--- src/rtl/seq_row_gen.sv ---
// Row sequence generator: emits runs of rows produced by an LFSR, rule-90, rule-150
// or rotate-left rule from a persistent state register, one row per accepted transfer.
module seq_row_gen #(
    parameter int              WIDTH = 14,
    parameter logic [WIDTH-1:0] TAPS  = 14'h3802,
    parameter logic [WIDTH-1:0] SEED  = 1,
    parameter int              CNT_W = 16
) (
    input  logic             clk,
    input  logic             rst,
    input  logic             start,
    input  logic [CNT_W-1:0] count,
    input  logic [1:0]       mode,
    input  logic             load,
    input  logic [WIDTH-1:0] load_data,
    output logic [WIDTH-1:0] row_out,
    output logic             row_valid,
    input  logic             row_ready,
    output logic             busy,
    output logic             done,
    output logic             lockup
);

    typedef enum logic [1:0] {
        IDLE = 2'd0,
        EMIT = 2'd1,
        DONE = 2'd2
    } fsm_t;

    fsm_t             fsm_q, fsm_d;
    logic [WIDTH-1:0] state_q, state_d;
    logic [CNT_W-1:0] remaining_q, remaining_d;
    logic [1:0]       mode_q, mode_d;
    logic             lockup_q, lockup_d;
    logic [WIDTH-1:0] succ;

    // Handshake: a row moves on any cycle with row_valid && row_ready; row_valid
    // never drops while a row is pending and row_out holds until it is taken.
    assign row_out   = state_q;
    assign row_valid = (fsm_q == EMIT);
    assign busy      = (fsm_q != IDLE);
    assign done      = (fsm_q == DONE);
    assign lockup    = lockup_q;

    always_comb begin
        succ = state_q;
        case (mode_q)
            2'd0: succ = (state_q == '0) ? SEED : {state_q[WIDTH-2:0], ^(state_q & TAPS)};
            2'd1: succ = (state_q << 1) ^ (state_q >> 1);
            2'd2: succ = (state_q << 1) ^ state_q ^ (state_q >> 1);
            default: succ = {state_q[WIDTH-2:0], state_q[WIDTH-1]};
        endcase
    end

    always_comb begin
        fsm_d       = fsm_q;
        state_d     = state_q;
        remaining_d = remaining_q;
        mode_d      = mode_q;
        lockup_d    = lockup_q;
        case (fsm_q)
            IDLE: begin
                if (load) begin
                    state_d = load_data;
                end else if (start) begin
                    if (count == '0) begin
                        fsm_d = DONE;
                    end else begin
                        fsm_d       = EMIT;
                        remaining_d = count;
                        mode_d      = mode;
                    end
                end
            end
            EMIT: begin
                if (row_ready) begin
                    state_d     = succ;
                    remaining_d = remaining_q - CNT_W'(1);
                    if (mode_q == 2'd0 && state_q == '0) lockup_d = 1'b1;
                    if (remaining_q == CNT_W'(1)) fsm_d = DONE;
                end
            end
            DONE: fsm_d = IDLE;
            default: fsm_d = IDLE;
        endcase
    end

    always_ff @(posedge clk) begin
        if (rst) begin
            fsm_q       <= IDLE;
            state_q     <= SEED;
            remaining_q <= '0;
            mode_q      <= 2'd0;
            lockup_q    <= 1'b0;
        end else begin
            fsm_q       <= fsm_d;
            state_q     <= state_d;
            remaining_q <= remaining_d;
            mode_q      <= mode_d;
            lockup_q    <= lockup_d;
        end
    end

endmodule

--- config.mk ---
export PLATFORM = sky130hd
export DESIGN_NAME = seq_row_gen
export DESIGN_NICKNAME = d
export VERILOG_FILES = /design/src/rtl/seq_row_gen.sv
export SDC_FILE = /design/constraint.sdc
export NUM_CORES = 1
export LEC_CHECK = 0
export ABC_CLOCK_PERIOD_IN_PS = 2300
export BUFFER_PORTS_ARGS = -buffer_cell sky130_fd_sc_hd__buf_2
export CORE_UTILIZATION = 50
export DETAILED_ROUTE_END_ITERATION = 7
export GPL_TIMING_DRIVEN = 1
export PLACE_DENSITY = 0.87
export SLEW_MARGIN = 10
export SYNTH_ARGS = -nofsm -noshare
export SYNTH_HDL_FRONTEND = slang
export SYNTH_SLANG_ARGS = --single-unit
--- constraint.sdc ---
create_clock -name clk -period 2.3 [get_ports clk]
set_clock_uncertainty 0.05 [all_clocks]
set_input_delay 0.345 -clock clk [delete_from_list [all_inputs] [get_ports clk]]
set_output_delay 0.345 -clock clk [all_outputs]
set_load 0.01 [all_outputs]
Yosys cells after proc, flatten, opt, wreduce, memory -nomap -nowiden --
Cells that the tools add are included.
Operators by class: $add $sub $neg 1, equal/unequal tests 11, muxes and demuxes 16, bitwise gates (word level) 5, reductions and logical operators 13
Operators by type and width (number):
- two-way mux 16 bit | 4
- two-way mux 14 bit | 3
- case mux 14 bit (3 select lines) | 1
- case mux 16 bit (2 select lines) | 1
- case mux 14 bit (2 select lines) | 1
- XOR 14 x 13 -> 14 bit | 2
- == test 16 x 1 -> 1 bit, second input constant | 1
- logical NOT 16 bit | 1
- subtractor 16 x 1 -> 16 bit, second input constant | 1
- logical NOT 14 bit | 1
- parity 14 bit | 1
- XOR 14 bit | 1
- two-way mux 2 bit | 5
- != test 2 bit, second input constant | 4
- AND reduction 4 bit | 2
- AND reduction 3 bit | 2
- AND reduction 5 bit | 1
- == test 2 x 1 -> 1 bit, second input constant | 2
- == test 2 bit, second input constant | 2
- logical NOT 2 bit | 2
- != test 2 x 1 -> 1 bit, second input constant | 2
- case mux 2 bit (2 select lines) | 1
- nonzero test 2 bit | 2
- inverter 1 bit | 2
- logical AND 1 bit | 1
Storage, ports and cells: register bits 35, input bits 37, output and inout bits 18, word-level logic and storage cells 51

Logic depth before layout (Yosys ltp) --
Gate-level depths: netlist of run 1.
depth in word-level cells 5, mapped depth 8, gate-level depth less buffers 7

Worst setup path after synthesis of run 1 --
No wires, ideal clock.
path kind register -> register, start point register state_q[2] (netlist: row_out[2]), end point register state_q[3] (netlist: row_out[3]), setup time 115 ps, arrival 2135 ps, data required time 2135 ps, slack 0 ps, stages on the path, launching flop included 9, buffers on the path 1, clock period less this slack 2300 ps, cell sequence dfxtp_1 -> clkbuf_1 -> inv_1 -> ha_1 -> and4_1 -> a211oi_1 -> a21o_1 -> a211oi_1 -> a2111oi_0
On the way: longest elaborated chain between the ends 5, elaborated cells between the ends (all ways) 8, those cells by class mux (4); bitwise (3); reduce/logical (1)
Ends and longest elaborated chain:
- start: declaration | RTL line 31 | logic [WIDTH-1:0] state_q, state_d;
- start signal: assignment | RTL line 97 | state_q <= state_d;
- logical NOT 14 bit or XOR 14 bit (tied branches) | RTL line 48, 50
- two-way mux 14 bit or XOR 14 x 13 -> 14 bit (tied branches) | RTL line 48, 50
- case mux 14 bit (3 select lines) * | RTL line 47 | case (mode_q)
- two-way mux 14 bit * | RTL line 76 | if (row_ready) begin
- case mux 14 bit (2 select lines) * | RTL line 61 | case (fsm_q)
Every way passes the cells marked *; elsewhere a longest branch is shown, timed or not. The select of a mux whose other input is x is not followed. A chain may end at the register's enable or synchronous reset.

Final worst setup path of run 1 --
start point register remaining_q[8], end point register remaining_q[14]
On the way: longest elaborated chain between the ends 3
Ends and longest elaborated chain:
- start: declaration | RTL line 32 | logic [CNT_W-1:0] remaining_q, remaining_d;
- start signal: assignment | RTL line 98 | remaining_q <= remaining_d;
- subtractor 16 x 1 -> 16 bit | RTL line 78 | remaining_d = remaining_q - CNT_W'(1);
- two-way mux 16 bit | RTL line 76
- case mux 16 bit (2 select lines) | RTL line 61
No other way between the ends. The select of a mux whose other input is x is not followed.

==> impl_metrics.toml, run 1 <==
[sta]
hold_violations = 0
fmax_mhz = 456
rsz0062_at_grt = "no"
worst_slew_pin_slew_ns = 0.695
post-route-period-util_pct = 95.3
setup_viol = 0
relSlewSlack_pct = 53.5
fin_crit_ns = 2.19
whs_ns = 0.250
finalSetupTns_ns = 0
slew_viol_final = 0

[layout]
final_common_cell = "buf_2"
n_antenna_cell = 0
drive_above_1_share_pct = 23.0
finalCoreUtilization_pct = 61.7
final_cell_mix = "54 x buf_2, 44 x o21ai_0, 38 x a21oi_1"
synthToLayoutAreaGrowth_pct = 19.0
nets = 462

[yosys]
synth_mux_area_share_pct = 1.52
synth_area_per_cell_um2 = 7.21
ys_seq_elements = 35
ys_seq_area_share_pct = 26.6
synth_edf_count = 0
mappedNetlistArea_mm2 = 0.00263
synth_area_leader_cell = "dfxtp_1"
synth_top_family_by_area = "compound AO/OA/AOI/OAI gates"
synth-simple-area-share_pct = 23.5
syn_inst = 365
synthAdderAreaFrac_pct = 4.28
async_flop_share_pct = 0
synth-xor-area-share_pct = 4.99
synth-compound-area-share_pct = 31.2
synth_top_area_share_pct = 26.6
syn-num-nets = 411
synth_warnings = 0
synthTopCellsByArea = "dfxtp_1 27%, o21ai_0 8.4%, a21oi_1 7.4%"
synth_cell_types = 50
synthFlopType = "dfxtp_1"

[placed_design]
io_buffers = 54
place.gp.congestion = 0.906
hpwl_mm = 5.27

[cts]
ctsHoldBuffers = 0
cts_max_level = 2
clock_latency_ns = 0.30
clk_pin_slew_ns = 0.08
clock-sinks = 35
cts_tree = "yes"
cts_buffer_depth = 2
clockRootBuffer = "clkbuf_8"
cts_made_buffers = 5

[detailed_routing]
drc = 0
wirelength_mm = 7.50
post_drt_via_cell_ratio = 6.15
wire_per_inst_um = 15.4
first_iter_violations = 329
ant_nets = 0
num_vias = 2994
dr.pass1.iters = 5

[critical_path]
critical_path_class = "register to register"
timing.reg2reg.worst_path_depth = 5
timing.critical_path.cells = "or4_4 -> or3_4 -> or4_1 -> a32oi_1 -> nor2_1"
crit_fanout = 7
rr_endpoint = "remaining_q[14]"
reg2reg_slack_ns = 0.11
critical_path.max_stage_delay_ns = 0.54
path_delay_family = "simple AND/OR/NAND/NOR gates"
required_ns = 2.43
crit_arrival_ns = 2.32
cp-start-kind = "register"
cpMaxStageDelayCell = "or4_4"
timing.rr.start = "remaining_q[8]"
crit_buf_inv = 0
cp-end-kind = "register"

[power]
vdd_ir_drop_max_v = 0.000342
finalPower_w = 0.00183
powerDensity_mw_per_mm2 = 585
p_leak_nw = 1.27

[floorplan]
core_mm2 = 0.00507
dieArea_mm2 = 0.00556
io-pin-count = 55
dieWidth_um = 74.5
die_h_um = 74.5
fp-row-count = 26
start_util_pct = 51.8

[hold_path]
hold_path_startpoint = "load_data[0]"
min_path_type = "input pin to register"
min_path_cells = 3
min_to = "row_out[0]"

[grt]
grt_pass1_vias = 2749
grtUsageTotal_pct = 28.1
antenna_found_initial = 0
grt_pass1_wl_mm = 12.0
grt_overflow = 0
grt_max_degree = 36

[run]
max-cap-violations = 0

[outcome]
outcome = "finished clean"
[final cells by class]
class	instances	area, um^2
clock buffers	5	68.8
clock inverters	3	20.0
fillers	478	1940
inverters	20	75.1
multi-input cells	277	1730
flip-flops and latches	35	703
well taps	70	87.6
repair buffers	77	443
[worst min-delay path, stage by stage]
cell      delay (ns)
buf_2           0.08
a311oi_1        0.07
nand3_1         0.07
[sequential cells by signal, indices dropped and copies added, names as in the netlist]
| signal | count |
|---|---|
| lockup | 1 |
| remaining_q | 16 |
| mode_q | 2 |
| fsm_q | 2 |
| row_out | 14 |
[power by group]
part	leakage, nW	internal, W	switching (W)	total (W)
combinational	0.937	0.000289	0.000364	0.000653
clock	0.0402	0.000211	0.000252	0.000463
sequential	0.288	0.000655	0.0000589	0.000714
total	1.27	0.00116	0.000675	0.00183
[Yosys cell counts (2+ instances only)]
| master | n |
|---|---|
| nand3_1 | 4 |
| nor4_1 | 10 |
| ha_1 | 9 |
| inv_1 | 20 |
| xnor2_1 | 12 |
| mux2i_1 | 4 |
| dfxtp_1 | 35 |
| a2111oi_0 | 2 |
| and2_1 | 3 |
| nor3_1 | 10 |
| a211oi_1 | 3 |
| or4_1 | 4 |
| a311oi_1 | 3 |
| nor2_1 | 25 |
| xor2_1 | 3 |
| nand2b_1 | 10 |
| nor3b_1 | 5 |
| a21oi_1 | 39 |
| o32ai_1 | 5 |
| o21a_1 | 3 |
| o21ai_0 | 44 |
| or3_1 | 4 |
| or2_2 | 4 |
| nand2_1 | 22 |
| a221oi_1 | 6 |
| and3_1 | 2 |
| o22ai_1 | 3 |
| o41ai_1 | 3 |
| clkbuf_1 | 32 |
| o31a_1 | 4 |
| o31ai_1 | 7 |
| nor2b_1 | 7 |
[how the worst max path moves through the flow]
stage                              start         endpoint  slack [ns]  cells past startpoint
after global routing      remaining_q[8]  remaining_q[14]        0.03                      5
after global placement    remaining_q[1]  remaining_q[14]        0.09                      7
after detailed placement  remaining_q[1]  remaining_q[14]        0.02                      7
after floorplan               row_out[2]       row_out[3]      0.0004                      8
after CTS                 remaining_q[1]  remaining_q[14]        0.06                      7
final                     remaining_q[8]  remaining_q[14]        0.11                      5
[through the flow]
stage / instance area, um^2 / cells / worst slack, ns
after floorplan: 2630 / 365 / 0.000380
after global placement: 3030 / 479 / 0.0948
after detailed placement: 3030 / 479 / 0.0153
after CTS: 3120 / 487 / 0.0632
after global routing: 3130 / 487 / 0.0264
final: 3130 / 487 / 0.108
[routing by layer]
metal,up-vias,global-route usage (%),wire (um)
li1,1426,-,-
met1,1368,33.6,3070
met2,169,46.4,3540
met3,31,6.64,635
met4,0,15.3,258
met5,-,0,0
[logic make-up (layout without fill, tap and decap cells)]
family          after synthesis  in the layout
compound gates              133            133
buf+inv                      53            105
flops                        35             35
mux                           4              4
fa+ha+maj                     9              9
simple gates                116            116
xor+xnor                     15             15
[what timing repair did]
action | CTS | global route
setup buffers | 0 | 0
hold endpoints to repair | 0 | 0
gates resized for setup | 1 | 4
pin swaps | 0 | 1
setup endpoints to repair | 1 | 3
No activity file was read; power rests on OpenSTA's default activity.
==> inputs of run 2 (changes only) <==
- ABC_CLOCK_PERIOD_IN_PS: 2300 -> 2430
- CORE_UTILIZATION: 50 -> 55
- PLACE_DENSITY: 0.87 -> 0.9
- clock period: 2.3 -> 2.43 ns (I/O delays scaled with it)
==> run 2 against run 1 <==
  * The run now ends with design-rule violations left
  * Sequential cell count unchanged
  * Combinational power fell by 11%
  * Final cell count down 5.5%
  * Register-to-register slack worse by 0.02 ns
  * Via count fell by 2.3%
  * Critical endpoint is now remaining_q[10]
  * Setup slack worse by 0.022 ns
  * Largest cell class unchanged
  * Die area shrank 8.9%
==> impl_metrics.toml, run 2 (synthesized netlist as in run 1, its figures left out) <==
[placed_design]
place.gp.congestion = 0.898
dpl_worst_slack_ns = 0.149
io_buffers = 54
hpwl_mm = 5.13
dpl_cell_area_mm2 = 0.00294

[power]
intPower_w = 0.00113
p_seq_share_pct = 39.5
powerDensity_mw_per_mm2 = 578
switching_share_pct = 35.6
combPwrFrac_pct = 33.1
switching_power_w = 0.000625
clockPowerShare_pct = 27.5
p_leak_nw = 1.23
vdd_ir_drop_max_v = 0.000330

[outcome]
outcome = "finished, violations left"
violations = "design-rule violations"

[layout]
drive_above_1_share_pct = 20.3
nets = 453
final_cell_mix = "54 x buf_2, 44 x o21ai_0, 39 x a21oi_1"
finalCoreUtilization_pct = 68.0
largest_register = "remaining_q"
post-route-cell-area_mm2 = 0.00304
synthToLayoutAreaGrowth_pct = 15.5
n_antenna_cell = 0
largest_register_ffs = 16
final_common_cell = "buf_2"

[detailed_routing]
num_vias = 2925
first_iter_violations = 340
drc = 4
ant_nets = 0
dr.pass1.iters = 8
wire_per_inst_um = 16.4
post_drt_via_cell_ratio = 6.36
wirelength_mm = 7.56

[cts]
clock-sinks = 35
cts_made_buffers = 5
post-cts-setup-buffers = 0
cts_max_level = 2
clockRootBuffer = "clkbuf_8"
ctsHoldBuffers = 0
cts_tree = "yes"
ctsResizeCount = 0
clock_latency_ns = 0.30
clk_pin_slew_ns = 0.07
cts_buffer_depth = 2

[grt]
grt_max_degree = 36
grt_overflow = 0
grt_pass1_vias = 2587
grtUsageTotal_pct = 30.5
antenna_found_initial = 0
grt_pass1_wl_mm = 12.2

[critical_path]
rr_endpoint = "remaining_q[10]"
critical_path.max_stage_delay_ns = 0.50
crit_fanout = 9
reg2reg_slack_ns = 0.09
timing.critical_path.cells = "inv_1 -> ha_1 -> or3b_2 -> or2_2 -> or4_1 -> a21oi_1 -> o32ai_1"
timing.reg2reg.worst_path_depth = 7
required_ns = 2.54
crit_arrival_ns = 2.46
timing.rr.start = "remaining_q[0]"
crit_buf_inv = 1
cpMaxStageDelayCell = "or3b_2"
cp-start-kind = "register"
cp-end-kind = "register"
path_delay_family = "simple AND/OR/NAND/NOR gates"
critical_path_class = "register to register"

[floorplan]
start_util_pct = 58.8
dieWidth_um = 71.2
dieArea_mm2 = 0.00506
io-pin-count = 55
fp-row-count = 24
core_mm2 = 0.00447
die_h_um = 71.2

[hold_path]
min_to = "mode_q[0]"
min_path_type = "input pin to register"
min_path_cells = 3
hold_path_startpoint = "mode[0]"

[sta]
slew_viol_final = 0
relSlewSlack_pct = 48.2
hold_violations = 0
fin_crit_ns = 2.34
worst_slew_pin_slew_ns = 0.775
whs_ns = 0.243
finalSetupTns_ns = 0
setup_viol = 0
rsz0062_at_grt = "no"
fmax_mhz = 427
fin_ws_ns = 0.0863
post-route-period-util_pct = 96.5

[run]
max-cap-violations = 0
-- run 2: changes by cell type in the layout (fill, tap and decap cells not counted) --
cell and delta:
or3b_4 -1, or2_4 -1, a21oi_1 +1, clkinv_2 -1, buf_4 -9, dfxtp_1 +2
clkinvlp_4 -2, a21oi_2 -1, dfxtp_2 -2, or2_2 +1, clkbuf_8 +2, or3b_2 +1
clkbuf_1 +1
-- run 2: tightest hold or removal path, cell delays in order --
cell and delay (ns):
buf_2 0.07, mux2i_1 0.05, nor2_1 0.07
-- run 2: area by class of cell --
class	count	area, um^2
flip-flops and latches	35	701
repair buffers	68	375
fillers	366	1430
well taps	52	65.1
clock buffers	8	100
multi-input cells	277	1720
inverters	20	75.1
-- run 2: metal layers --
metal,global-route usage (%),vias to the layer above,wire (um)
li1,-,1412,-
met1,43.3,1353,3400
met2,45.9,144,3450
met3,5.41,16,596
met4,11.1,0,111
met5,0,-,0
-- run 2: worst max-delay path by stage --
stage	endpoint	slack, ns	start	depth (start not counted)
after floorplan	row_out[3]	0.13	row_out[2]	8
after global placement	remaining_q[10]	0.19	remaining_q[0]	7
after detailed placement	remaining_q[10]	0.15	remaining_q[0]	7
after CTS	remaining_q[10]	0.12	remaining_q[0]	7
after global routing	remaining_q[10]	0.006	remaining_q[0]	7
final	remaining_q[10]	0.09	remaining_q[0]	7
-- run 2: power groups by stage --
stage | combinational, W | sequential, W | clock [W]
global route | 0.000637 | 0.000700 | 0.000509
finish | 0.000581 | 0.000693 | 0.000483
CTS | 0.000570 | 0.000690 | 0.000481
global placement | 0.000542 | 0.000698 | 0
detailed placement | 0.000561 | 0.000702 | 0
floorplan | 0.000418 | 0.000680 | 0
-- run 2: per-stage QoR --
stage	instances	total power, W
4_1_cts	460	0.00174
3_5_place_dp	452	0.00126
5_1_grt	460	0.00185
2_1_floorplan	365	0.00110
6_report	460	0.00176
3_3_place_gp	452	0.00124
